`src/rtl/ss_seq_pkg.sv`:
```
// Shared types and constants for the save-state sequencer (ss_seq).
package ss_seq_pkg;

  // Read-only mapper-index register appended as the dump trailer.
  localparam logic [7:0] SS_IDX_ADDR = 8'd127;
  // Largest transfer length; keeps restore away from SS_IDX_ADDR.
  localparam logic [7:0] SS_LEN_MAX  = 8'd127;

  typedef enum logic [3:0] {
    SS_ST_IDLE,
    SS_ST_ARM,
    SS_ST_RD_SET,
    SS_ST_RD_WAIT,
    SS_ST_RD_PUSH,
    SS_ST_WR_PULL,
    SS_ST_WR_STRB,
    SS_ST_NEXT,
    SS_ST_TRAIL,
    SS_ST_FIN
  } ss_state_e;

  function automatic logic [7:0] ss_clamp_len(input logic [7:0] len);
    return (len > SS_LEN_MAX) ? SS_LEN_MAX : len;
  endfunction

  // CRC-8, polynomial 0x07, MSB first.
  function automatic logic [7:0] ss_crc8(input logic [7:0] crc, input logic [7:0] data);
    logic [7:0] c;
    c = crc ^ data;
    for (int unsigned i = 0; i < 8; i++) begin
      c = c[7] ? ({c[6:0], 1'b0} ^ 8'h07) : {c[6:0], 1'b0};
    end
    return c;
  endfunction

endpackage

```
`src/rtl/ss_seq_m2_edge.sv`:
```
// ss_m2_edge: brings the CPU M2 clock into the clk domain and flags its
// falling edge as a single-cycle pulse.
module ss_m2_edge
  import ss_seq_pkg::*;
(
  input  logic clk,
  input  logic rst,
  input  logic m2,
  output logic m2_fall
);

  logic sync1_q;
  logic sync2_q;
  logic prev_q;

  // Two-flop synchroniser followed by a history flop for edge detection.
  always_ff @(posedge clk or posedge rst) begin
    if (rst) begin
      sync1_q <= 1'b0;
      sync2_q <= 1'b0;
      prev_q  <= 1'b0;
    end else begin
      sync1_q <= m2;
      sync2_q <= sync1_q;
      prev_q  <= sync2_q;
    end
  end

  assign m2_fall = prev_q & ~sync2_q;

endmodule

```
`src/rtl/ss_seq.sv`:
```
// ss_seq: save-state sequencer for the mapper register bank. Dumps registers
// 0..LEN-1 plus the mapper-index trailer to the host stream, or restores
// registers from the host stream with writes held until a synchronised M2 fall.
// Optional build macro: SS_CRC_EN adds an 8-bit crc output over transferred bytes.
module ss_seq
  import ss_seq_pkg::*;
#(
  parameter int unsigned SETTLE   = 2,
  parameter int unsigned M2_TMO   = 4095,
  parameter logic [7:0]  IDX_ADDR = SS_IDX_ADDR
) (
  input  logic       clk,
  input  logic       rst,
  input  logic       m2,
  input  logic       cmd_start,
  input  logic       cmd_dir,
  input  logic [7:0] cmd_len,
  input  logic       cmd_abort,
  output logic       busy,
  output logic       done,
  output logic       err,
  output logic [7:0] dout,
  output logic       dout_vld,
  input  logic       dout_rdy,
  input  logic [7:0] din,
  input  logic       din_vld,
  output logic       din_rdy,
  output logic       ss_act,
  output logic       ss_we,
  output logic [7:0] ss_addr,
  output logic [7:0] ss_wdat,
  input  logic [7:0] ss_rdat
`ifdef SS_CRC_EN
  ,
  output logic [7:0] crc
`endif
);

  localparam logic [3:0]  SETTLE_LAST = 4'(SETTLE - 1);
  localparam logic [11:0] TMO_LAST    = 12'(M2_TMO - 1);

  ss_state_e   state_q, state_d;
  logic [7:0]  addr_q,  addr_d;
  logic [7:0]  len_q,   len_d;
  logic        dir_q,   dir_d;
  logic        err_q,   err_d;
  logic        trail_q, trail_d;
  logic [3:0]  wait_q,  wait_d;
  logic [11:0] tmo_q,   tmo_d;
  logic [7:0]  dout_q,  dout_d;
  logic [7:0]  wdat_q,  wdat_d;
  logic        m2_fall;
  logic        active;

  ss_m2_edge u_m2_edge (
    .clk     (clk),
    .rst     (rst),
    .m2      (m2),
    .m2_fall (m2_fall)
  );

  // Next-state and datapath updates for the transfer sequencer.
  always_comb begin
    state_d = state_q;
    addr_d  = addr_q;
    len_d   = len_q;
    dir_d   = dir_q;
    err_d   = err_q;
    trail_d = trail_q;
    wait_d  = wait_q;
    tmo_d   = '0;
    dout_d  = dout_q;
    wdat_d  = wdat_q;
    if (state_q == SS_ST_IDLE) begin
      if (cmd_start) begin
        len_d   = ss_clamp_len(cmd_len);
        dir_d   = cmd_dir;
        err_d   = 1'b0;
        addr_d  = '0;
        trail_d = 1'b0;
        state_d = SS_ST_ARM;
      end
    end else if (state_q == SS_ST_FIN) begin
      addr_d  = '0;
      state_d = SS_ST_IDLE;
    end else if (cmd_abort) begin
      err_d   = 1'b1;
      state_d = SS_ST_FIN;
    end else begin
      case (state_q)
        SS_ST_ARM: begin
          if (m2_fall) begin
            if (len_q == 8'd0) state_d = dir_q ? SS_ST_FIN : SS_ST_TRAIL;
            else               state_d = dir_q ? SS_ST_WR_PULL : SS_ST_RD_SET;
          end else if (tmo_q == TMO_LAST) begin
            err_d   = 1'b1;
            state_d = SS_ST_FIN;
          end else begin
            tmo_d = tmo_q + 12'd1;
          end
        end
        SS_ST_RD_SET: begin
          wait_d  = '0;
          state_d = SS_ST_RD_WAIT;
        end
        SS_ST_RD_WAIT: begin
          if (wait_q == SETTLE_LAST) begin
            dout_d  = ss_rdat;
            state_d = SS_ST_RD_PUSH;
          end else begin
            wait_d = wait_q + 4'd1;
          end
        end
        SS_ST_RD_PUSH: begin
          if (dout_rdy) state_d = trail_q ? SS_ST_FIN : SS_ST_NEXT;
        end
        SS_ST_WR_PULL: begin
          if (din_vld) begin
            wdat_d  = din;
            state_d = SS_ST_WR_STRB;
          end
        end
        SS_ST_WR_STRB: begin
          if (m2_fall) begin
            state_d = SS_ST_NEXT;
          end else if (tmo_q == TMO_LAST) begin
            err_d   = 1'b1;
            state_d = SS_ST_FIN;
          end else begin
            tmo_d = tmo_q + 12'd1;
          end
        end
        SS_ST_NEXT: begin
          // Address is left on the last register so restore never touches IDX_ADDR.
          if (addr_q == len_q - 8'd1) begin
            state_d = dir_q ? SS_ST_FIN : SS_ST_TRAIL;
          end else begin
            addr_d  = addr_q + 8'd1;
            state_d = dir_q ? SS_ST_WR_PULL : SS_ST_RD_SET;
          end
        end
        SS_ST_TRAIL: begin
          addr_d  = IDX_ADDR;
          trail_d = 1'b1;
          wait_d  = '0;
          state_d = SS_ST_RD_WAIT;
        end
        default: state_d = SS_ST_IDLE;
      endcase
    end
  end

  // State and datapath registers.
  always_ff @(posedge clk or posedge rst) begin
    if (rst) begin
      state_q <= SS_ST_IDLE;
      addr_q  <= '0;
      len_q   <= '0;
      dir_q   <= 1'b0;
      err_q   <= 1'b0;
      trail_q <= 1'b0;
      wait_q  <= '0;
      tmo_q   <= '0;
      dout_q  <= '0;
      wdat_q  <= '0;
    end else begin
      state_q <= state_d;
      addr_q  <= addr_d;
      len_q   <= len_d;
      dir_q   <= dir_d;
      err_q   <= err_d;
      trail_q <= trail_d;
      wait_q  <= wait_d;
      tmo_q   <= tmo_d;
      dout_q  <= dout_d;
      wdat_q  <= wdat_d;
    end
  end

  assign active   = (state_q != SS_ST_IDLE) && (state_q != SS_ST_FIN);
  assign busy     = active;
  assign ss_act   = active;
  assign done     = (state_q == SS_ST_FIN);
  assign err      = err_q;
  assign dout     = dout_q;
  assign dout_vld = (state_q == SS_ST_RD_PUSH);
  assign din_rdy  = (state_q == SS_ST_WR_PULL);
  // Abort pulls the strobe in the same cycle so the mapper never latches it.
  assign ss_we    = (state_q == SS_ST_WR_STRB) && !cmd_abort;
  assign ss_addr  = addr_q;
  assign ss_wdat  = wdat_q;

`ifdef SS_CRC_EN
  logic [7:0] crc_q, crc_d;

  // Running CRC over every byte crossing the host link, trailer included.
  always_comb begin
    crc_d = crc_q;
    if (state_q == SS_ST_IDLE && cmd_start)          crc_d = '0;
    else if (state_q == SS_ST_RD_PUSH && dout_rdy)   crc_d = ss_crc8(crc_q, dout_q);
    else if (state_q == SS_ST_WR_PULL && din_vld)    crc_d = ss_crc8(crc_q, din);
  end

  // CRC register.
  always_ff @(posedge clk or posedge rst) begin
    if (rst) crc_q <= '0;
    else     crc_q <= crc_d;
  end

  assign crc = crc_q;
`endif

endmodule
```
`config.mk`:
```
export PLATFORM = sky130hd
export DESIGN_NAME = ss_seq
export DESIGN_NICKNAME = d
export VERILOG_FILES = /design/src/rtl/ss_seq_pkg.sv /design/src/rtl/ss_seq_m2_edge.sv /design/src/rtl/ss_seq.sv
export SDC_FILE = /design/constraint.sdc
export NUM_CORES = 1
export LEC_CHECK = 0
export CAP_MARGIN = 10
export CELL_PAD_IN_SITES_DETAIL_PLACEMENT = 2
export CELL_PAD_IN_SITES_GLOBAL_PLACEMENT = 2
export CORE_ASPECT_RATIO = 0.7
export CORE_UTILIZATION = 29
export DETAILED_ROUTE_END_ITERATION = 8
export GPL_TIMING_DRIVEN = 0
export PLACE_DENSITY = 0.88
export SLEW_MARGIN = 10
export SYNTH_ARGS = -nofsm -noshare
export SYNTH_HDL_FRONTEND = slang
export SYNTH_HIERARCHICAL = 1
export SYNTH_SLANG_ARGS = --single-unit
```
`constraint.sdc`:
```
create_clock -name clk -period 2.6 [get_ports clk]
set_input_delay 0.65 -clock clk [delete_from_list [all_inputs] [get_ports clk]]
set_output_delay 0.65 -clock clk [all_outputs]
set_load 0.02 [all_outputs]
```
==> results of run 1 <==
==> cells in the mapped netlist (all sizes together) (2+ instances only) <==
master,count
ha,7
nor3,13
a21oi,28
clkbuf,11
inv,14
or3,3
o221a,2
nor2b,8
buf,4
nor2,52
a211oi,2
nand3,16
dfrtp,58
nand2b,6
o211ai,2
and3,6
xnor2,12
nand4,6
or3b,2
mux2,17
nor4,4
o22ai,2
nand2,26
o31ai,5
xor2,9
a22o,2
o32ai,2
a31oi,5
o21ai,23
nor3b,2
==> final timing paths <==
| kind | from | end | slack [ns] | cells past startpoint |
|---|---|---|---|---|
| max in group asynchronous | rst | state_q[0]$_DFFE_PP0P_ | 1.25 | 2 |
| worst max-delay path | len_q[3]$_DFFE_PP0P_ | ss_addr[0]$_DFFE_PP0P_ | 0.05 | 7 |
| worst max register to register | len_q[3]$_DFFE_PP0P_ | ss_addr[0]$_DFFE_PP0P_ | 0.05 | 7 |
| worst min-delay path | u_m2_edge/sync1_q$_DFF_PP0_ | u_m2_edge/sync2_q$_DFF_PP0_ | 0.36 | 0 |
| worst min register to register | u_m2_edge/sync1_q$_DFF_PP0_ | u_m2_edge/sync2_q$_DFF_PP0_ | 0.36 | 0 |
| min in group asynchronous | rst | u_m2_edge/sync1_q$_DFF_PP0_ | 0.58 | 2 |
==> state kept, by name, summed over array words and instances, names as in the netlist <==
| register | cells |
|---|---|
| state_q | 4 |
| u_m2_edge/prev_q | 1 |
| dout | 8 |
| wait_q | 4 |
| ss_wdat | 8 |
| err | 1 |
| dir_q | 1 |
| trail_q | 1 |
| len_q | 8 |
| tmo_q | 12 |
| ss_addr | 8 |
| u_m2_edge/sync2_q | 1 |
| u_m2_edge/sync1_q | 1 |
==> worst max-delay path, stage by stage, from the launching register on <==
cell	delay (ns)
dfrtp_1	0.37
buf_6	0.14
or4_4	0.55
or3_4	0.43
a211oi_4	0.31
nand4_4	0.13
nor2b_4	0.18
mux2_4	0.32
==> what timing repair did <==
action                                  CTS  global route
pin swaps                                 4             2
endpoints found under the setup margin   15            23
gates resized for setup                  28             4
buffers inserted                          2             4
==> per-layer routing <==
| metal | vias to the layer above | track usage [%] | share of wire, % |
|---|---|---|---|
| met2 | 73 | 34.2 | 49 |
| li1 | 1434 | - | - |
| met3 | 17 | 4.49 | 3.8 |
| met4 | 0 | 5.72 | 1.5 |
| met5 | - | 0 | 0 |
| met1 | 1564 | 26.0 | 46 |
==> metrics by stage <==
stage               TNS (ns)  utilization, %
finish                     0            40.8
global route         -0.0751            40.8
CTS                        0            40.5
detailed placement     -3.15            37.3
global placement      -37.44            37.3
floorplan                  0               -
==> logic make-up after synthesis <==
| group | share of synthesized area (%) |
|---|---|
| flip-flops | 43.5 |
| multiplexers | 6.14 |
| XOR/XNOR | 5.51 |
| buffers and inverters | 3.82 |
| adder cells (fa/ha/maj) | 2.62 |
| AND/OR/NAND/NOR | 23.4 |
| AO/OA/AOI/OAI | 15.1 |
==> power groups by stage <==
stage | registers, mW | clock network, mW | logic, mW
3_3_place_gp | 1.45 | 0 | 2.53
2_1_floorplan | 1.60 | 0 | 1.52
6_report | 1.51 | 1.15 | 2.76
4_1_cts | 1.49 | 1.18 | 2.71
5_1_grt | 1.55 | 1.21 | 2.98
3_5_place_dp | 1.47 | 0 | 2.65
==> final cells by class <==
class | instances | area [um2] | share of cell area, %
clock buffers | 13 | 280 | 6.18
clock inverters | 2 | 10.0 | 0.221
repair buffers | 68 | 662 | 14.6
flip-flops and latches | 58 | 1450 | 32.0
inverters | 14 | 57.6 | 1.27
well taps | 153 | 191 | 4.22
plain buffers | 12 | 70.1 | 1.54
multi-input cells | 276 | 1810 | 40.0
==> key figures, run 1 <==
Placed design
  – Port-buffer cells: 62
  – Detailed-placement wirelength estimate: 8030 um
  – GP Congestion: 0.862
  – Post-Place Setup Slack: -0.474 ns
  – DP Area: 4150 um2
  – Cells after DPL: 578

Timing
  – Crit path time final: 2.55 ns
  – Worst slew margin: 34.9%
  – Slew @ Worst Pin: 0.970 ns
  – Worst setup margin: 0.0515 ns
  – Final setup viols: 0
  – Clk_skew: 0.00650 ns
  – Fmax: 392 MHz
  – Final period utilization: 98.0%
  – Hold slack: 0.363 ns
  – Fin. Hold Viols: 0
  – Slew Limit Fails: 0

Worst setup path
  – CP endpoint kind: register
  – Crit path kind: reg -> reg
  – Critical path launch point type: register
  – WP data required: 2.81 ns
  – Arrival time at the worst endpoint: 2.76 ns
  – Worst-path fanout max: 7

Logic synthesis
  – Mapped Cells: 363
  – Register area share after synthesis: 43.5%
  – Net Count, Synth: 402
  – Top_reg_cell synth: dfrtp_1
  – Largest cells by area after synthesis: dfrtp_1 (43%), nor2_1 (5.7%), a21oi_1 (4.2%), mux2_2 (4.0%), xnor2_1 (3.1%)
  – Synth top area share: 43.5%
  – Ys Warns: 6
  – Ys async rst share: 100%
  – Synth area leader: dfrtp_1
  – Number of synthesized flops with an enable pin: 0
  – Post-synthesis cell type count: 57
  – Flops & latches, synth: 58
  – Syn Area/Cell: 9.20 um2
  – Netlist Area Pre-Place: 3340 um2

Die
  – Die area: 12000 um2
  – Rows: 32
  – Core area: 11100 um2
  – Die width: 130 um
  – # IOs: 63
  – Die height: 91.8 um
  – Initial core utilization: 30.0%

Pwr
  – Clock power frac: 21.2%
  – Design Power: 5.42 mW
  – Pleak: 1.88 nW
  – Sequential share of power: 27.8%
  – Sw Pwr: 2.31 mW
  – Int Pwr: 3.11 mW
  – Pwr per Cell Area: 1190 nW/um2
  – Sw Ratio: 42.6%
  – Part of the power in combinational logic: 51.0%
  – Max IR drop VDD: 0.000517 V

CTS
  – CTS tree: built
  – CTS buffer count: 9
  – CTS sink count: 58
  – CTS root buf: clkbuf_16
  – Clk buf depth: 2
  – H-tree depth: 3
  – Clock slew at reported path FFs: 0.05 ns
  – Hold Buf Count CTS: 0
  – Clk Latency, worst-skew pair: 0.33 ns

Route
  – Final WL: 11300 um
  – Iter 0 DRT Violations: 78
  – Drt first pass iters: 6
  – Vias per cell: 5.18
  – Drt drc: 0
  – ANT nets after route: 0
  – Via count: 3088
  – Wire per inst: 19.0 um

Global route
  – Pin count of the biggest net entering global routing: 56
  – Vias in the first global route: 3437
  – Global-route wire length before repair: 18400 um
  – Initial antenna violation count: 0
  – GR Util All Layers: 20.3%
  – GRT Residual Overflow: 0

Final layout
  – Final #Nets: 478
  – Ant. Diodes: 0
  – Final Cell Area: 4540 um2
  – Area delta synth->final: 35.9%
  – Final cell count without fillers: 596
  – Layout cells sized above 1: 14.9%
  – Most frequent cells in the layout: dfrtp_1 (57), clkdlybuf4s50_1 (55), nor2_1 (50)
  – Layout filler cell count: 1224
  – Most common cell after layout, fill and taps aside: dfrtp_1

Hold path
  – Hold Crit Class: reg -> reg

Run status
  – Status: finished, final reports clean

Job
  – Max Cap Viol: 0
Power figures use the tool's default switching activity.
==> run 2, diff against run 1 <==
--- a/config.mk
+++ b/config.mk
@@ -8,11 +8,11 @@
 export CAP_MARGIN = 10
 export CELL_PAD_IN_SITES_DETAIL_PLACEMENT = 2
 export CELL_PAD_IN_SITES_GLOBAL_PLACEMENT = 2
-export CORE_ASPECT_RATIO = 0.7
-export CORE_UTILIZATION = 29
+export CORE_ASPECT_RATIO = 2
+export CORE_UTILIZATION = 34
 export DETAILED_ROUTE_END_ITERATION = 8
 export GPL_TIMING_DRIVEN = 0
-export PLACE_DENSITY = 0.88
+export PLACE_DENSITY = 0.95
 export SLEW_MARGIN = 10
 export SYNTH_ARGS = -nofsm -noshare
 export SYNTH_HDL_FRONTEND = slang
==> constraint.sdc (replaced) <==
create_clock -name clk -period 3.2 [get_ports clk]
set_input_delay 0.8 -clock clk [delete_from_list [all_inputs] [get_ports clk]]
set_output_delay 0.8 -clock clk [all_outputs]
set_load 0.02 [all_outputs]
==> run 2 against run 1 <==
  * Total power shrank 18%
  * Register-to-register slack gained 0.33 ns
  * Via count up 2.5%
  * Sequential share of layout area is 0.38 points higher
  * Count of clock-buffer cells in the layout decreased by 2
  * Final area is 1.3% lower
  * Combinational power fell by 21%
  * Wire length rose by 5.2%
  * Clock power fell by 8%
  * Sequential power down 19%
  * Critical path type is now in -> out
  * Critical endpoint is now ss_we
==> key figures, run 2 (synthesis results as in run 1) <==
Timing
  – Fmax: 320 MHz
  – Setup TNS: 0 ns
  – RSZ-0062 raised after global routing: false
  – Slew @ Worst Pin: 1.21 ns
  – Final period utilization: 97.5%
  – Hold slack: 0.364 ns
  – Slew Limit Fails: 0
  – Final setup viols: 0
  – Worst setup margin: 0.0792 ns
  – Fin. Hold Viols: 0
  – Clk_skew: 0.0102 ns
  – Crit path time final: 3.12 ns
  – Worst slew margin: 18.7%

Placed design
  – Detailed-placement wirelength estimate: 8470 um
  – GP Congestion: 0.928
  – Post-Place Setup Slack: -0.0602 ns
  – Cells after DPL: 556
  – Port-buffer cells: 62
  – DP Area: 4140 um2

Final layout
  – Final cell count without fillers: 571
  – Max FFs per register: 12
  – Reg area: 1450 um2
  – Most common cell after layout, fill and taps aside: clkdlybuf4s50_1
  – Layout cells sized above 1: 12.2%
  – Layout filler cell count: 1005
  – Area delta synth->final: 34.2%
  – Fin util: 47.4%
  – Final Cell Area: 4480 um2
  – Area of the multi-input gates: 1780 um2
  – Final #Nets: 475
  – Ant. Diodes: 0
  – Biggest register: tmo_q
  – Most frequent cells in the layout: clkdlybuf4s50_1 (62), dfrtp_1 (58), nor2_1 (51)

CTS
  – Clk Latency, worst-skew pair: 0.34 ns
  – Clk buf depth: 2
  – CTS root buf: clkbuf_16
  – H-tree depth: 3
  – CTS sink count: 58
  – Setup Buffers After CTS: 0
  – CTS tree: built
  – CTS buffer count: 9
  – Clock slew at reported path FFs: 0.05 ns

Hold path
  – Hold Crit Class: reg -> reg

Route
  – Drt drc: 0
  – Drt first pass iters: 4
  – WL met3: 286 um
  – Wire length on met2: 6970 um
  – Highest routed layer: met4
  – Vias per cell: 5.54
  – WL met1: 4150 um
  – Wire per inst: 20.8 um
  – ANT nets after route: 0
  – Final WL: 11900 um
  – Via count: 3164
  – Iter 0 DRT Violations: 96

Die
  – Core area: 9450 um2
  – Die height: 142 um
  – Rows: 50
  – Die width: 72.1 um
  – Initial core utilization: 35.4%
  – Die area: 10200 um2
  – # IOs: 63

Global route
  – Global-route wire length before repair: 19400 um
  – Pin count of the biggest net entering global routing: 30
  – Initial antenna violation count: 0
  – GRT Residual Overflow: 0
  – Vias in the first global route: 3652
  – GR Util All Layers: 25.4%

Worst setup path
  – WP data required: 2.40 ns
  – Arrival time at the worst endpoint: 2.32 ns
  – Worst-path fanout max: 7
  – Critical path launch point type: input port
  – CP endpoint kind: output pin
  – Worst path most repeated cell: clkdlybuf4s50_1
  – Slowest stage delay, CP: 0.64 ns
  – Slowest CP cell: clkdlybuf4s50_1
  – Reg2Reg Setup Slack: 0.38 ns
  – Crit path kind: in -> out
  – Cell chain of the critical path: clkdlybuf4s50_1 -> nor3_1 -> clkdlybuf4s50_1

Pwr
  – Design Power: 4.46 mW
  – Max IR drop VDD: 0.000383 V
  – Pleak: 1.86 nW
  – Pwr per Cell Area: 996 nW/um2

Job
  – Max Cap Viol: 0

Run status
  – Status: finished, final reports clean
==> run 2: cell count changes in the layout (fill, tap and decap cells not counted), moves of 3 or more <==
cell,before,now
clkbuf_8,5,1
clkdlybuf4s50_1,55,62
buf_4,7,1
clkbuf_2,1,4
dlygate4sd2_1,5,0
==> run 2: path summary, 6_finish.rpt <==
check	start	endpoint	depth (start not counted)
min	u_m2_edge/sync1_q$_DFF_PP0_	u_m2_edge/sync2_q$_DFF_PP0_	0
min reg2reg	u_m2_edge/sync1_q$_DFF_PP0_	u_m2_edge/sync2_q$_DFF_PP0_	0
min in group asynchronous	rst	u_m2_edge/prev_q$_DFF_PP0_	2
max in group asynchronous	rst	state_q[3]$_DFFE_PP0P_	3
max reg2reg	state_q[2]$_DFFE_PP0P_	len_q[6]$_DFFE_PP0P_	7
max	cmd_abort	ss_we	3
==> run 2: what timing repair did <==
item,CTS,global route
hold buffers,0,0
gates resized for setup,5,4
endpoints found under the setup margin,3,3
==> run 2: per-layer routing <==
| layer | up-vias | track usage (%) |
|---|---|---|
| met4 | 0 | 15.3 |
| met2 | 81 | 48.7 |
| met5 | - | 0 |
| li1 | 1431 | - |
| met3 | 29 | 3.40 |
| met1 | 1623 | 24.6 |
==> run 2: area by class of cell <==
class,count,area share (%)
buffer,14,1.70
timing repair buffer,63,14.3
inverter,14,1.17
clock inverter,5,1.73
clock buffer,11,5.42
sequential,58,32.4
tap,130,3.63
multi-input combinational,276,39.7
==> run 2: where the power goes <==
part / internal [mW] / leakage, nW / switching [mW] / total, mW
combinational: 0.926 / 0.959 / 1.25 / 2.18
clock: 0.700 / 0.156 / 0.361 / 1.06
sequential: 0.962 / 0.746 / 0.261 / 1.22
total: 2.59 / 1.86 / 1.87 / 4.46
==> run 2: critical path, delay by kind of cell <==
kind          cells  cell delay, ns
simple gates      1            0.29
buf+inv           2            1.23
==> run 3, diff against run 2 <==
--- a/config.mk
+++ b/config.mk
@@ -6,13 +6,13 @@
 export NUM_CORES = 1
 export LEC_CHECK = 0
 export CAP_MARGIN = 10
-export CELL_PAD_IN_SITES_DETAIL_PLACEMENT = 2
-export CELL_PAD_IN_SITES_GLOBAL_PLACEMENT = 2
+export CELL_PAD_IN_SITES_DETAIL_PLACEMENT = 0
+export CELL_PAD_IN_SITES_GLOBAL_PLACEMENT = 1
 export CORE_ASPECT_RATIO = 2
 export CORE_UTILIZATION = 34
 export DETAILED_ROUTE_END_ITERATION = 8
 export GPL_TIMING_DRIVEN = 0
-export PLACE_DENSITY = 0.95
+export PLACE_DENSITY = 0.81
 export SLEW_MARGIN = 10
 export SYNTH_ARGS = -nofsm -noshare
 export SYNTH_HDL_FRONTEND = slang
==> run 3 against run 2 <==
  * Final cell count stayed put
  * Sequential power about the same
  * Global-route usage is 6.6 points lower
  * Flip-flop and latch count unchanged
  * Non-clock buffer count unchanged
  * Maximum frequency up 0.33%
  * Wire length fell by 25%
  * Total power shrank 4.9%
  * Largest power group unchanged
  * Highest routed layer unchanged
==> key figures, run 3 (synthesis results as in run 1) <==
CTS
  – Hold Buf Count CTS: 0
  – Clk Latency, worst-skew pair: 0.33 ns
  – H-tree depth: 3
  – Clk buf depth: 2
  – Clock slew at reported path FFs: 0.06 ns
  – CTS tree: built
  – CTS root buf: clkbuf_16
  – CTS sink count: 58
  – CTS buffer count: 9

Global route
  – GRT Residual Overflow: 0
  – Initial antenna violation count: 0
  – Vias in the first global route: 3035
  – Pin count of the biggest net entering global routing: 31
  – Global-route wire length before repair: 14700 um
  – GR Util All Layers: 18.8%

Final layout
  – Most frequent cells in the layout: clkdlybuf4s50_1 (61), dfrtp_1 (58), nor2_1 (51)
  – Layout cells sized above 1: 11.8%
  – Most common cell after layout, fill and taps aside: clkdlybuf4s50_1
  – Final Cell Area: 4460 um2
  – Area delta synth->final: 33.5%
  – Biggest register: tmo_q
  – Max FFs per register: 12
  – Layout filler cell count: 907
  – Final cell count without fillers: 571
  – Ant. Diodes: 0
  – Final #Nets: 475

Route
  – Highest routed layer: met4
  – Vias per cell: 5.20
  – Wire per inst: 15.5 um
  – Wire length on met2: 4750 um
  – ANT nets after route: 0
  – WL met3: 358 um
  – Iter 0 DRT Violations: 220
  – WL met1: 3410 um
  – Drt drc: 0
  – Via count: 2968
  – Final WL: 8860 um
  – Drt first pass iters: 4

Pwr
  – Pwr per Cell Area: 952 nW/um2
  – Max IR drop VDD: 0.000336 V
  – Pleak: 1.85 nW
  – Design Power: 4.25 mW

Worst setup path
  – Worst r2r src: len_q[2]$_DFFE_PP0P_
  – Worst-path fanout max: 10
  – Capturing point of the worst reg2reg path: ss_addr[0]$_DFFE_PP0P_
  – Setup crit end: dout_vld
  – Slowest stage delay, CP: 0.66 ns
  – Crit path kind: reg -> out
  – Crit path launch: state_q[1]$_DFFE_PP0P_
  – CP endpoint kind: output pin
  – Critical path launch point type: register
  – WP data required: 2.40 ns
  – Reg2Reg Setup Slack: 0.48 ns
  – Cell chain of the critical path: clkbuf_1 -> clkbuf_2 -> nor3_1 -> clkdlybuf4s50_1
  – Slowest CP cell: clkdlybuf4s50_1
  – Arrival time at the worst endpoint: 2.31 ns
  – Reg2Reg Depth: 8

Placed design
  – Port-buffer cells: 62
  – Cells after DPL: 556
  – DP Area: 4140 um2
  – Detailed-placement wirelength estimate: 6720 um
  – Post-Place Setup Slack: 0.0672 ns
  – GP Congestion: 0.906

Timing
  – Clk_skew: 0.00621 ns
  – Hold slack: 0.360 ns
  – Worst slew margin: 23.6%
  – Final period utilization: 97.2%
  – Worst setup margin: 0.0894 ns
  – Slew Limit Fails: 0
  – Slew @ Worst Pin: 1.14 ns
  – Fmax: 321 MHz
  – RSZ-0062 raised after global routing: false
  – Final setup viols: 0
  – Fin. Hold Viols: 0
  – Crit path time final: 3.11 ns

Hold path
  – Hold Crit Class: reg -> reg

Job
  – Max Cap Viol: 0

Die
  – Rows: 50
  – Die area: 10200 um2
  – Die width: 72.1 um
  – Die height: 142 um
  – Initial core utilization: 35.4%
  – # IOs: 63
  – Core area: 9450 um2

Run status
  – Status: finished, final reports clean
==> run 3: worst max-delay path: cells and delay by family, from the launching register on <==
family,cells,cell delay [ns]
simple gates,1,0.29
buf+inv,3,1.19
flops,1,0.49
==> run 3: layout make-up <==
| class | count | area (um2) | share of cell area [%] |
|---|---|---|---|
| buffer | 14 | 73.8 | 1.66 |
| timing repair buffer | 63 | 643 | 14.4 |
| sequential | 58 | 1450 | 32.6 |
| tap | 130 | 163 | 3.65 |
| clock inverter | 7 | 77.6 | 1.74 |
| multi-input combinational | 276 | 1770 | 39.7 |
| inverter | 14 | 52.6 | 1.18 |
| clock buffer | 9 | 225 | 5.05 |
==> run 3: per-layer routing <==
metal | vias up | track usage [%]
li1 | 1434 | -
met3 | 25 | 4.11
met4 | 0 | 11.8
met5 | - | 0
met1 | 1404 | 19.7
met2 | 105 | 33.2
==> run 3: report_power, final <==
group	leakage [nW]	switching, mW	internal, mW
sequential	0.746	0.238	0.961
combinational	0.968	1.15	0.922
clock	0.135	0.363	0.607
==> run 3: timing repair <==
item                                    4_1_cts  5_1_grt
cloned                                        0        0
pin swaps                                     0        0
endpoints found under the setup margin        2        3
setup buffers                                 0        0
gates resized for setup                       2        4
==> run 3: worst min path at each step <==
| stage | startpoint | endpoint | slack, ns | cells past startpoint |
|---|---|---|---|---|
| 3_3_place_gp | u_m2_edge/sync1_q$_DFF_PP0_ | u_m2_edge/sync2_q$_DFF_PP0_ | 0.34 | 0 |
| 5_1_grt | u_m2_edge/sync1_q$_DFF_PP0_ | u_m2_edge/sync2_q$_DFF_PP0_ | 0.37 | 0 |
| 3_5_place_dp | u_m2_edge/sync1_q$_DFF_PP0_ | u_m2_edge/sync2_q$_DFF_PP0_ | 0.34 | 0 |
| 2_1_floorplan | u_m2_edge/sync1_q$_DFF_PP0_ | u_m2_edge/sync2_q$_DFF_PP0_ | 0.33 | 0 |
| 6_report | u_m2_edge/sync1_q$_DFF_PP0_ | u_m2_edge/sync2_q$_DFF_PP0_ | 0.36 | 0 |
| 4_1_cts | u_m2_edge/sync1_q$_DFF_PP0_ | u_m2_edge/sync2_q$_DFF_PP0_ | 0.36 | 0 |
==> run 3: stage by stage <==
| step | util, % | TNS [ns] |
|---|---|---|
| after floorplan | - | 0 |
| after global placement | 43.6 | -3.84 |
| after detailed placement | 43.9 | 0 |
| after CTS | 47.1 | 0 |
| after global routing | 47.2 | 0 |
| final | 47.2 | 0 |
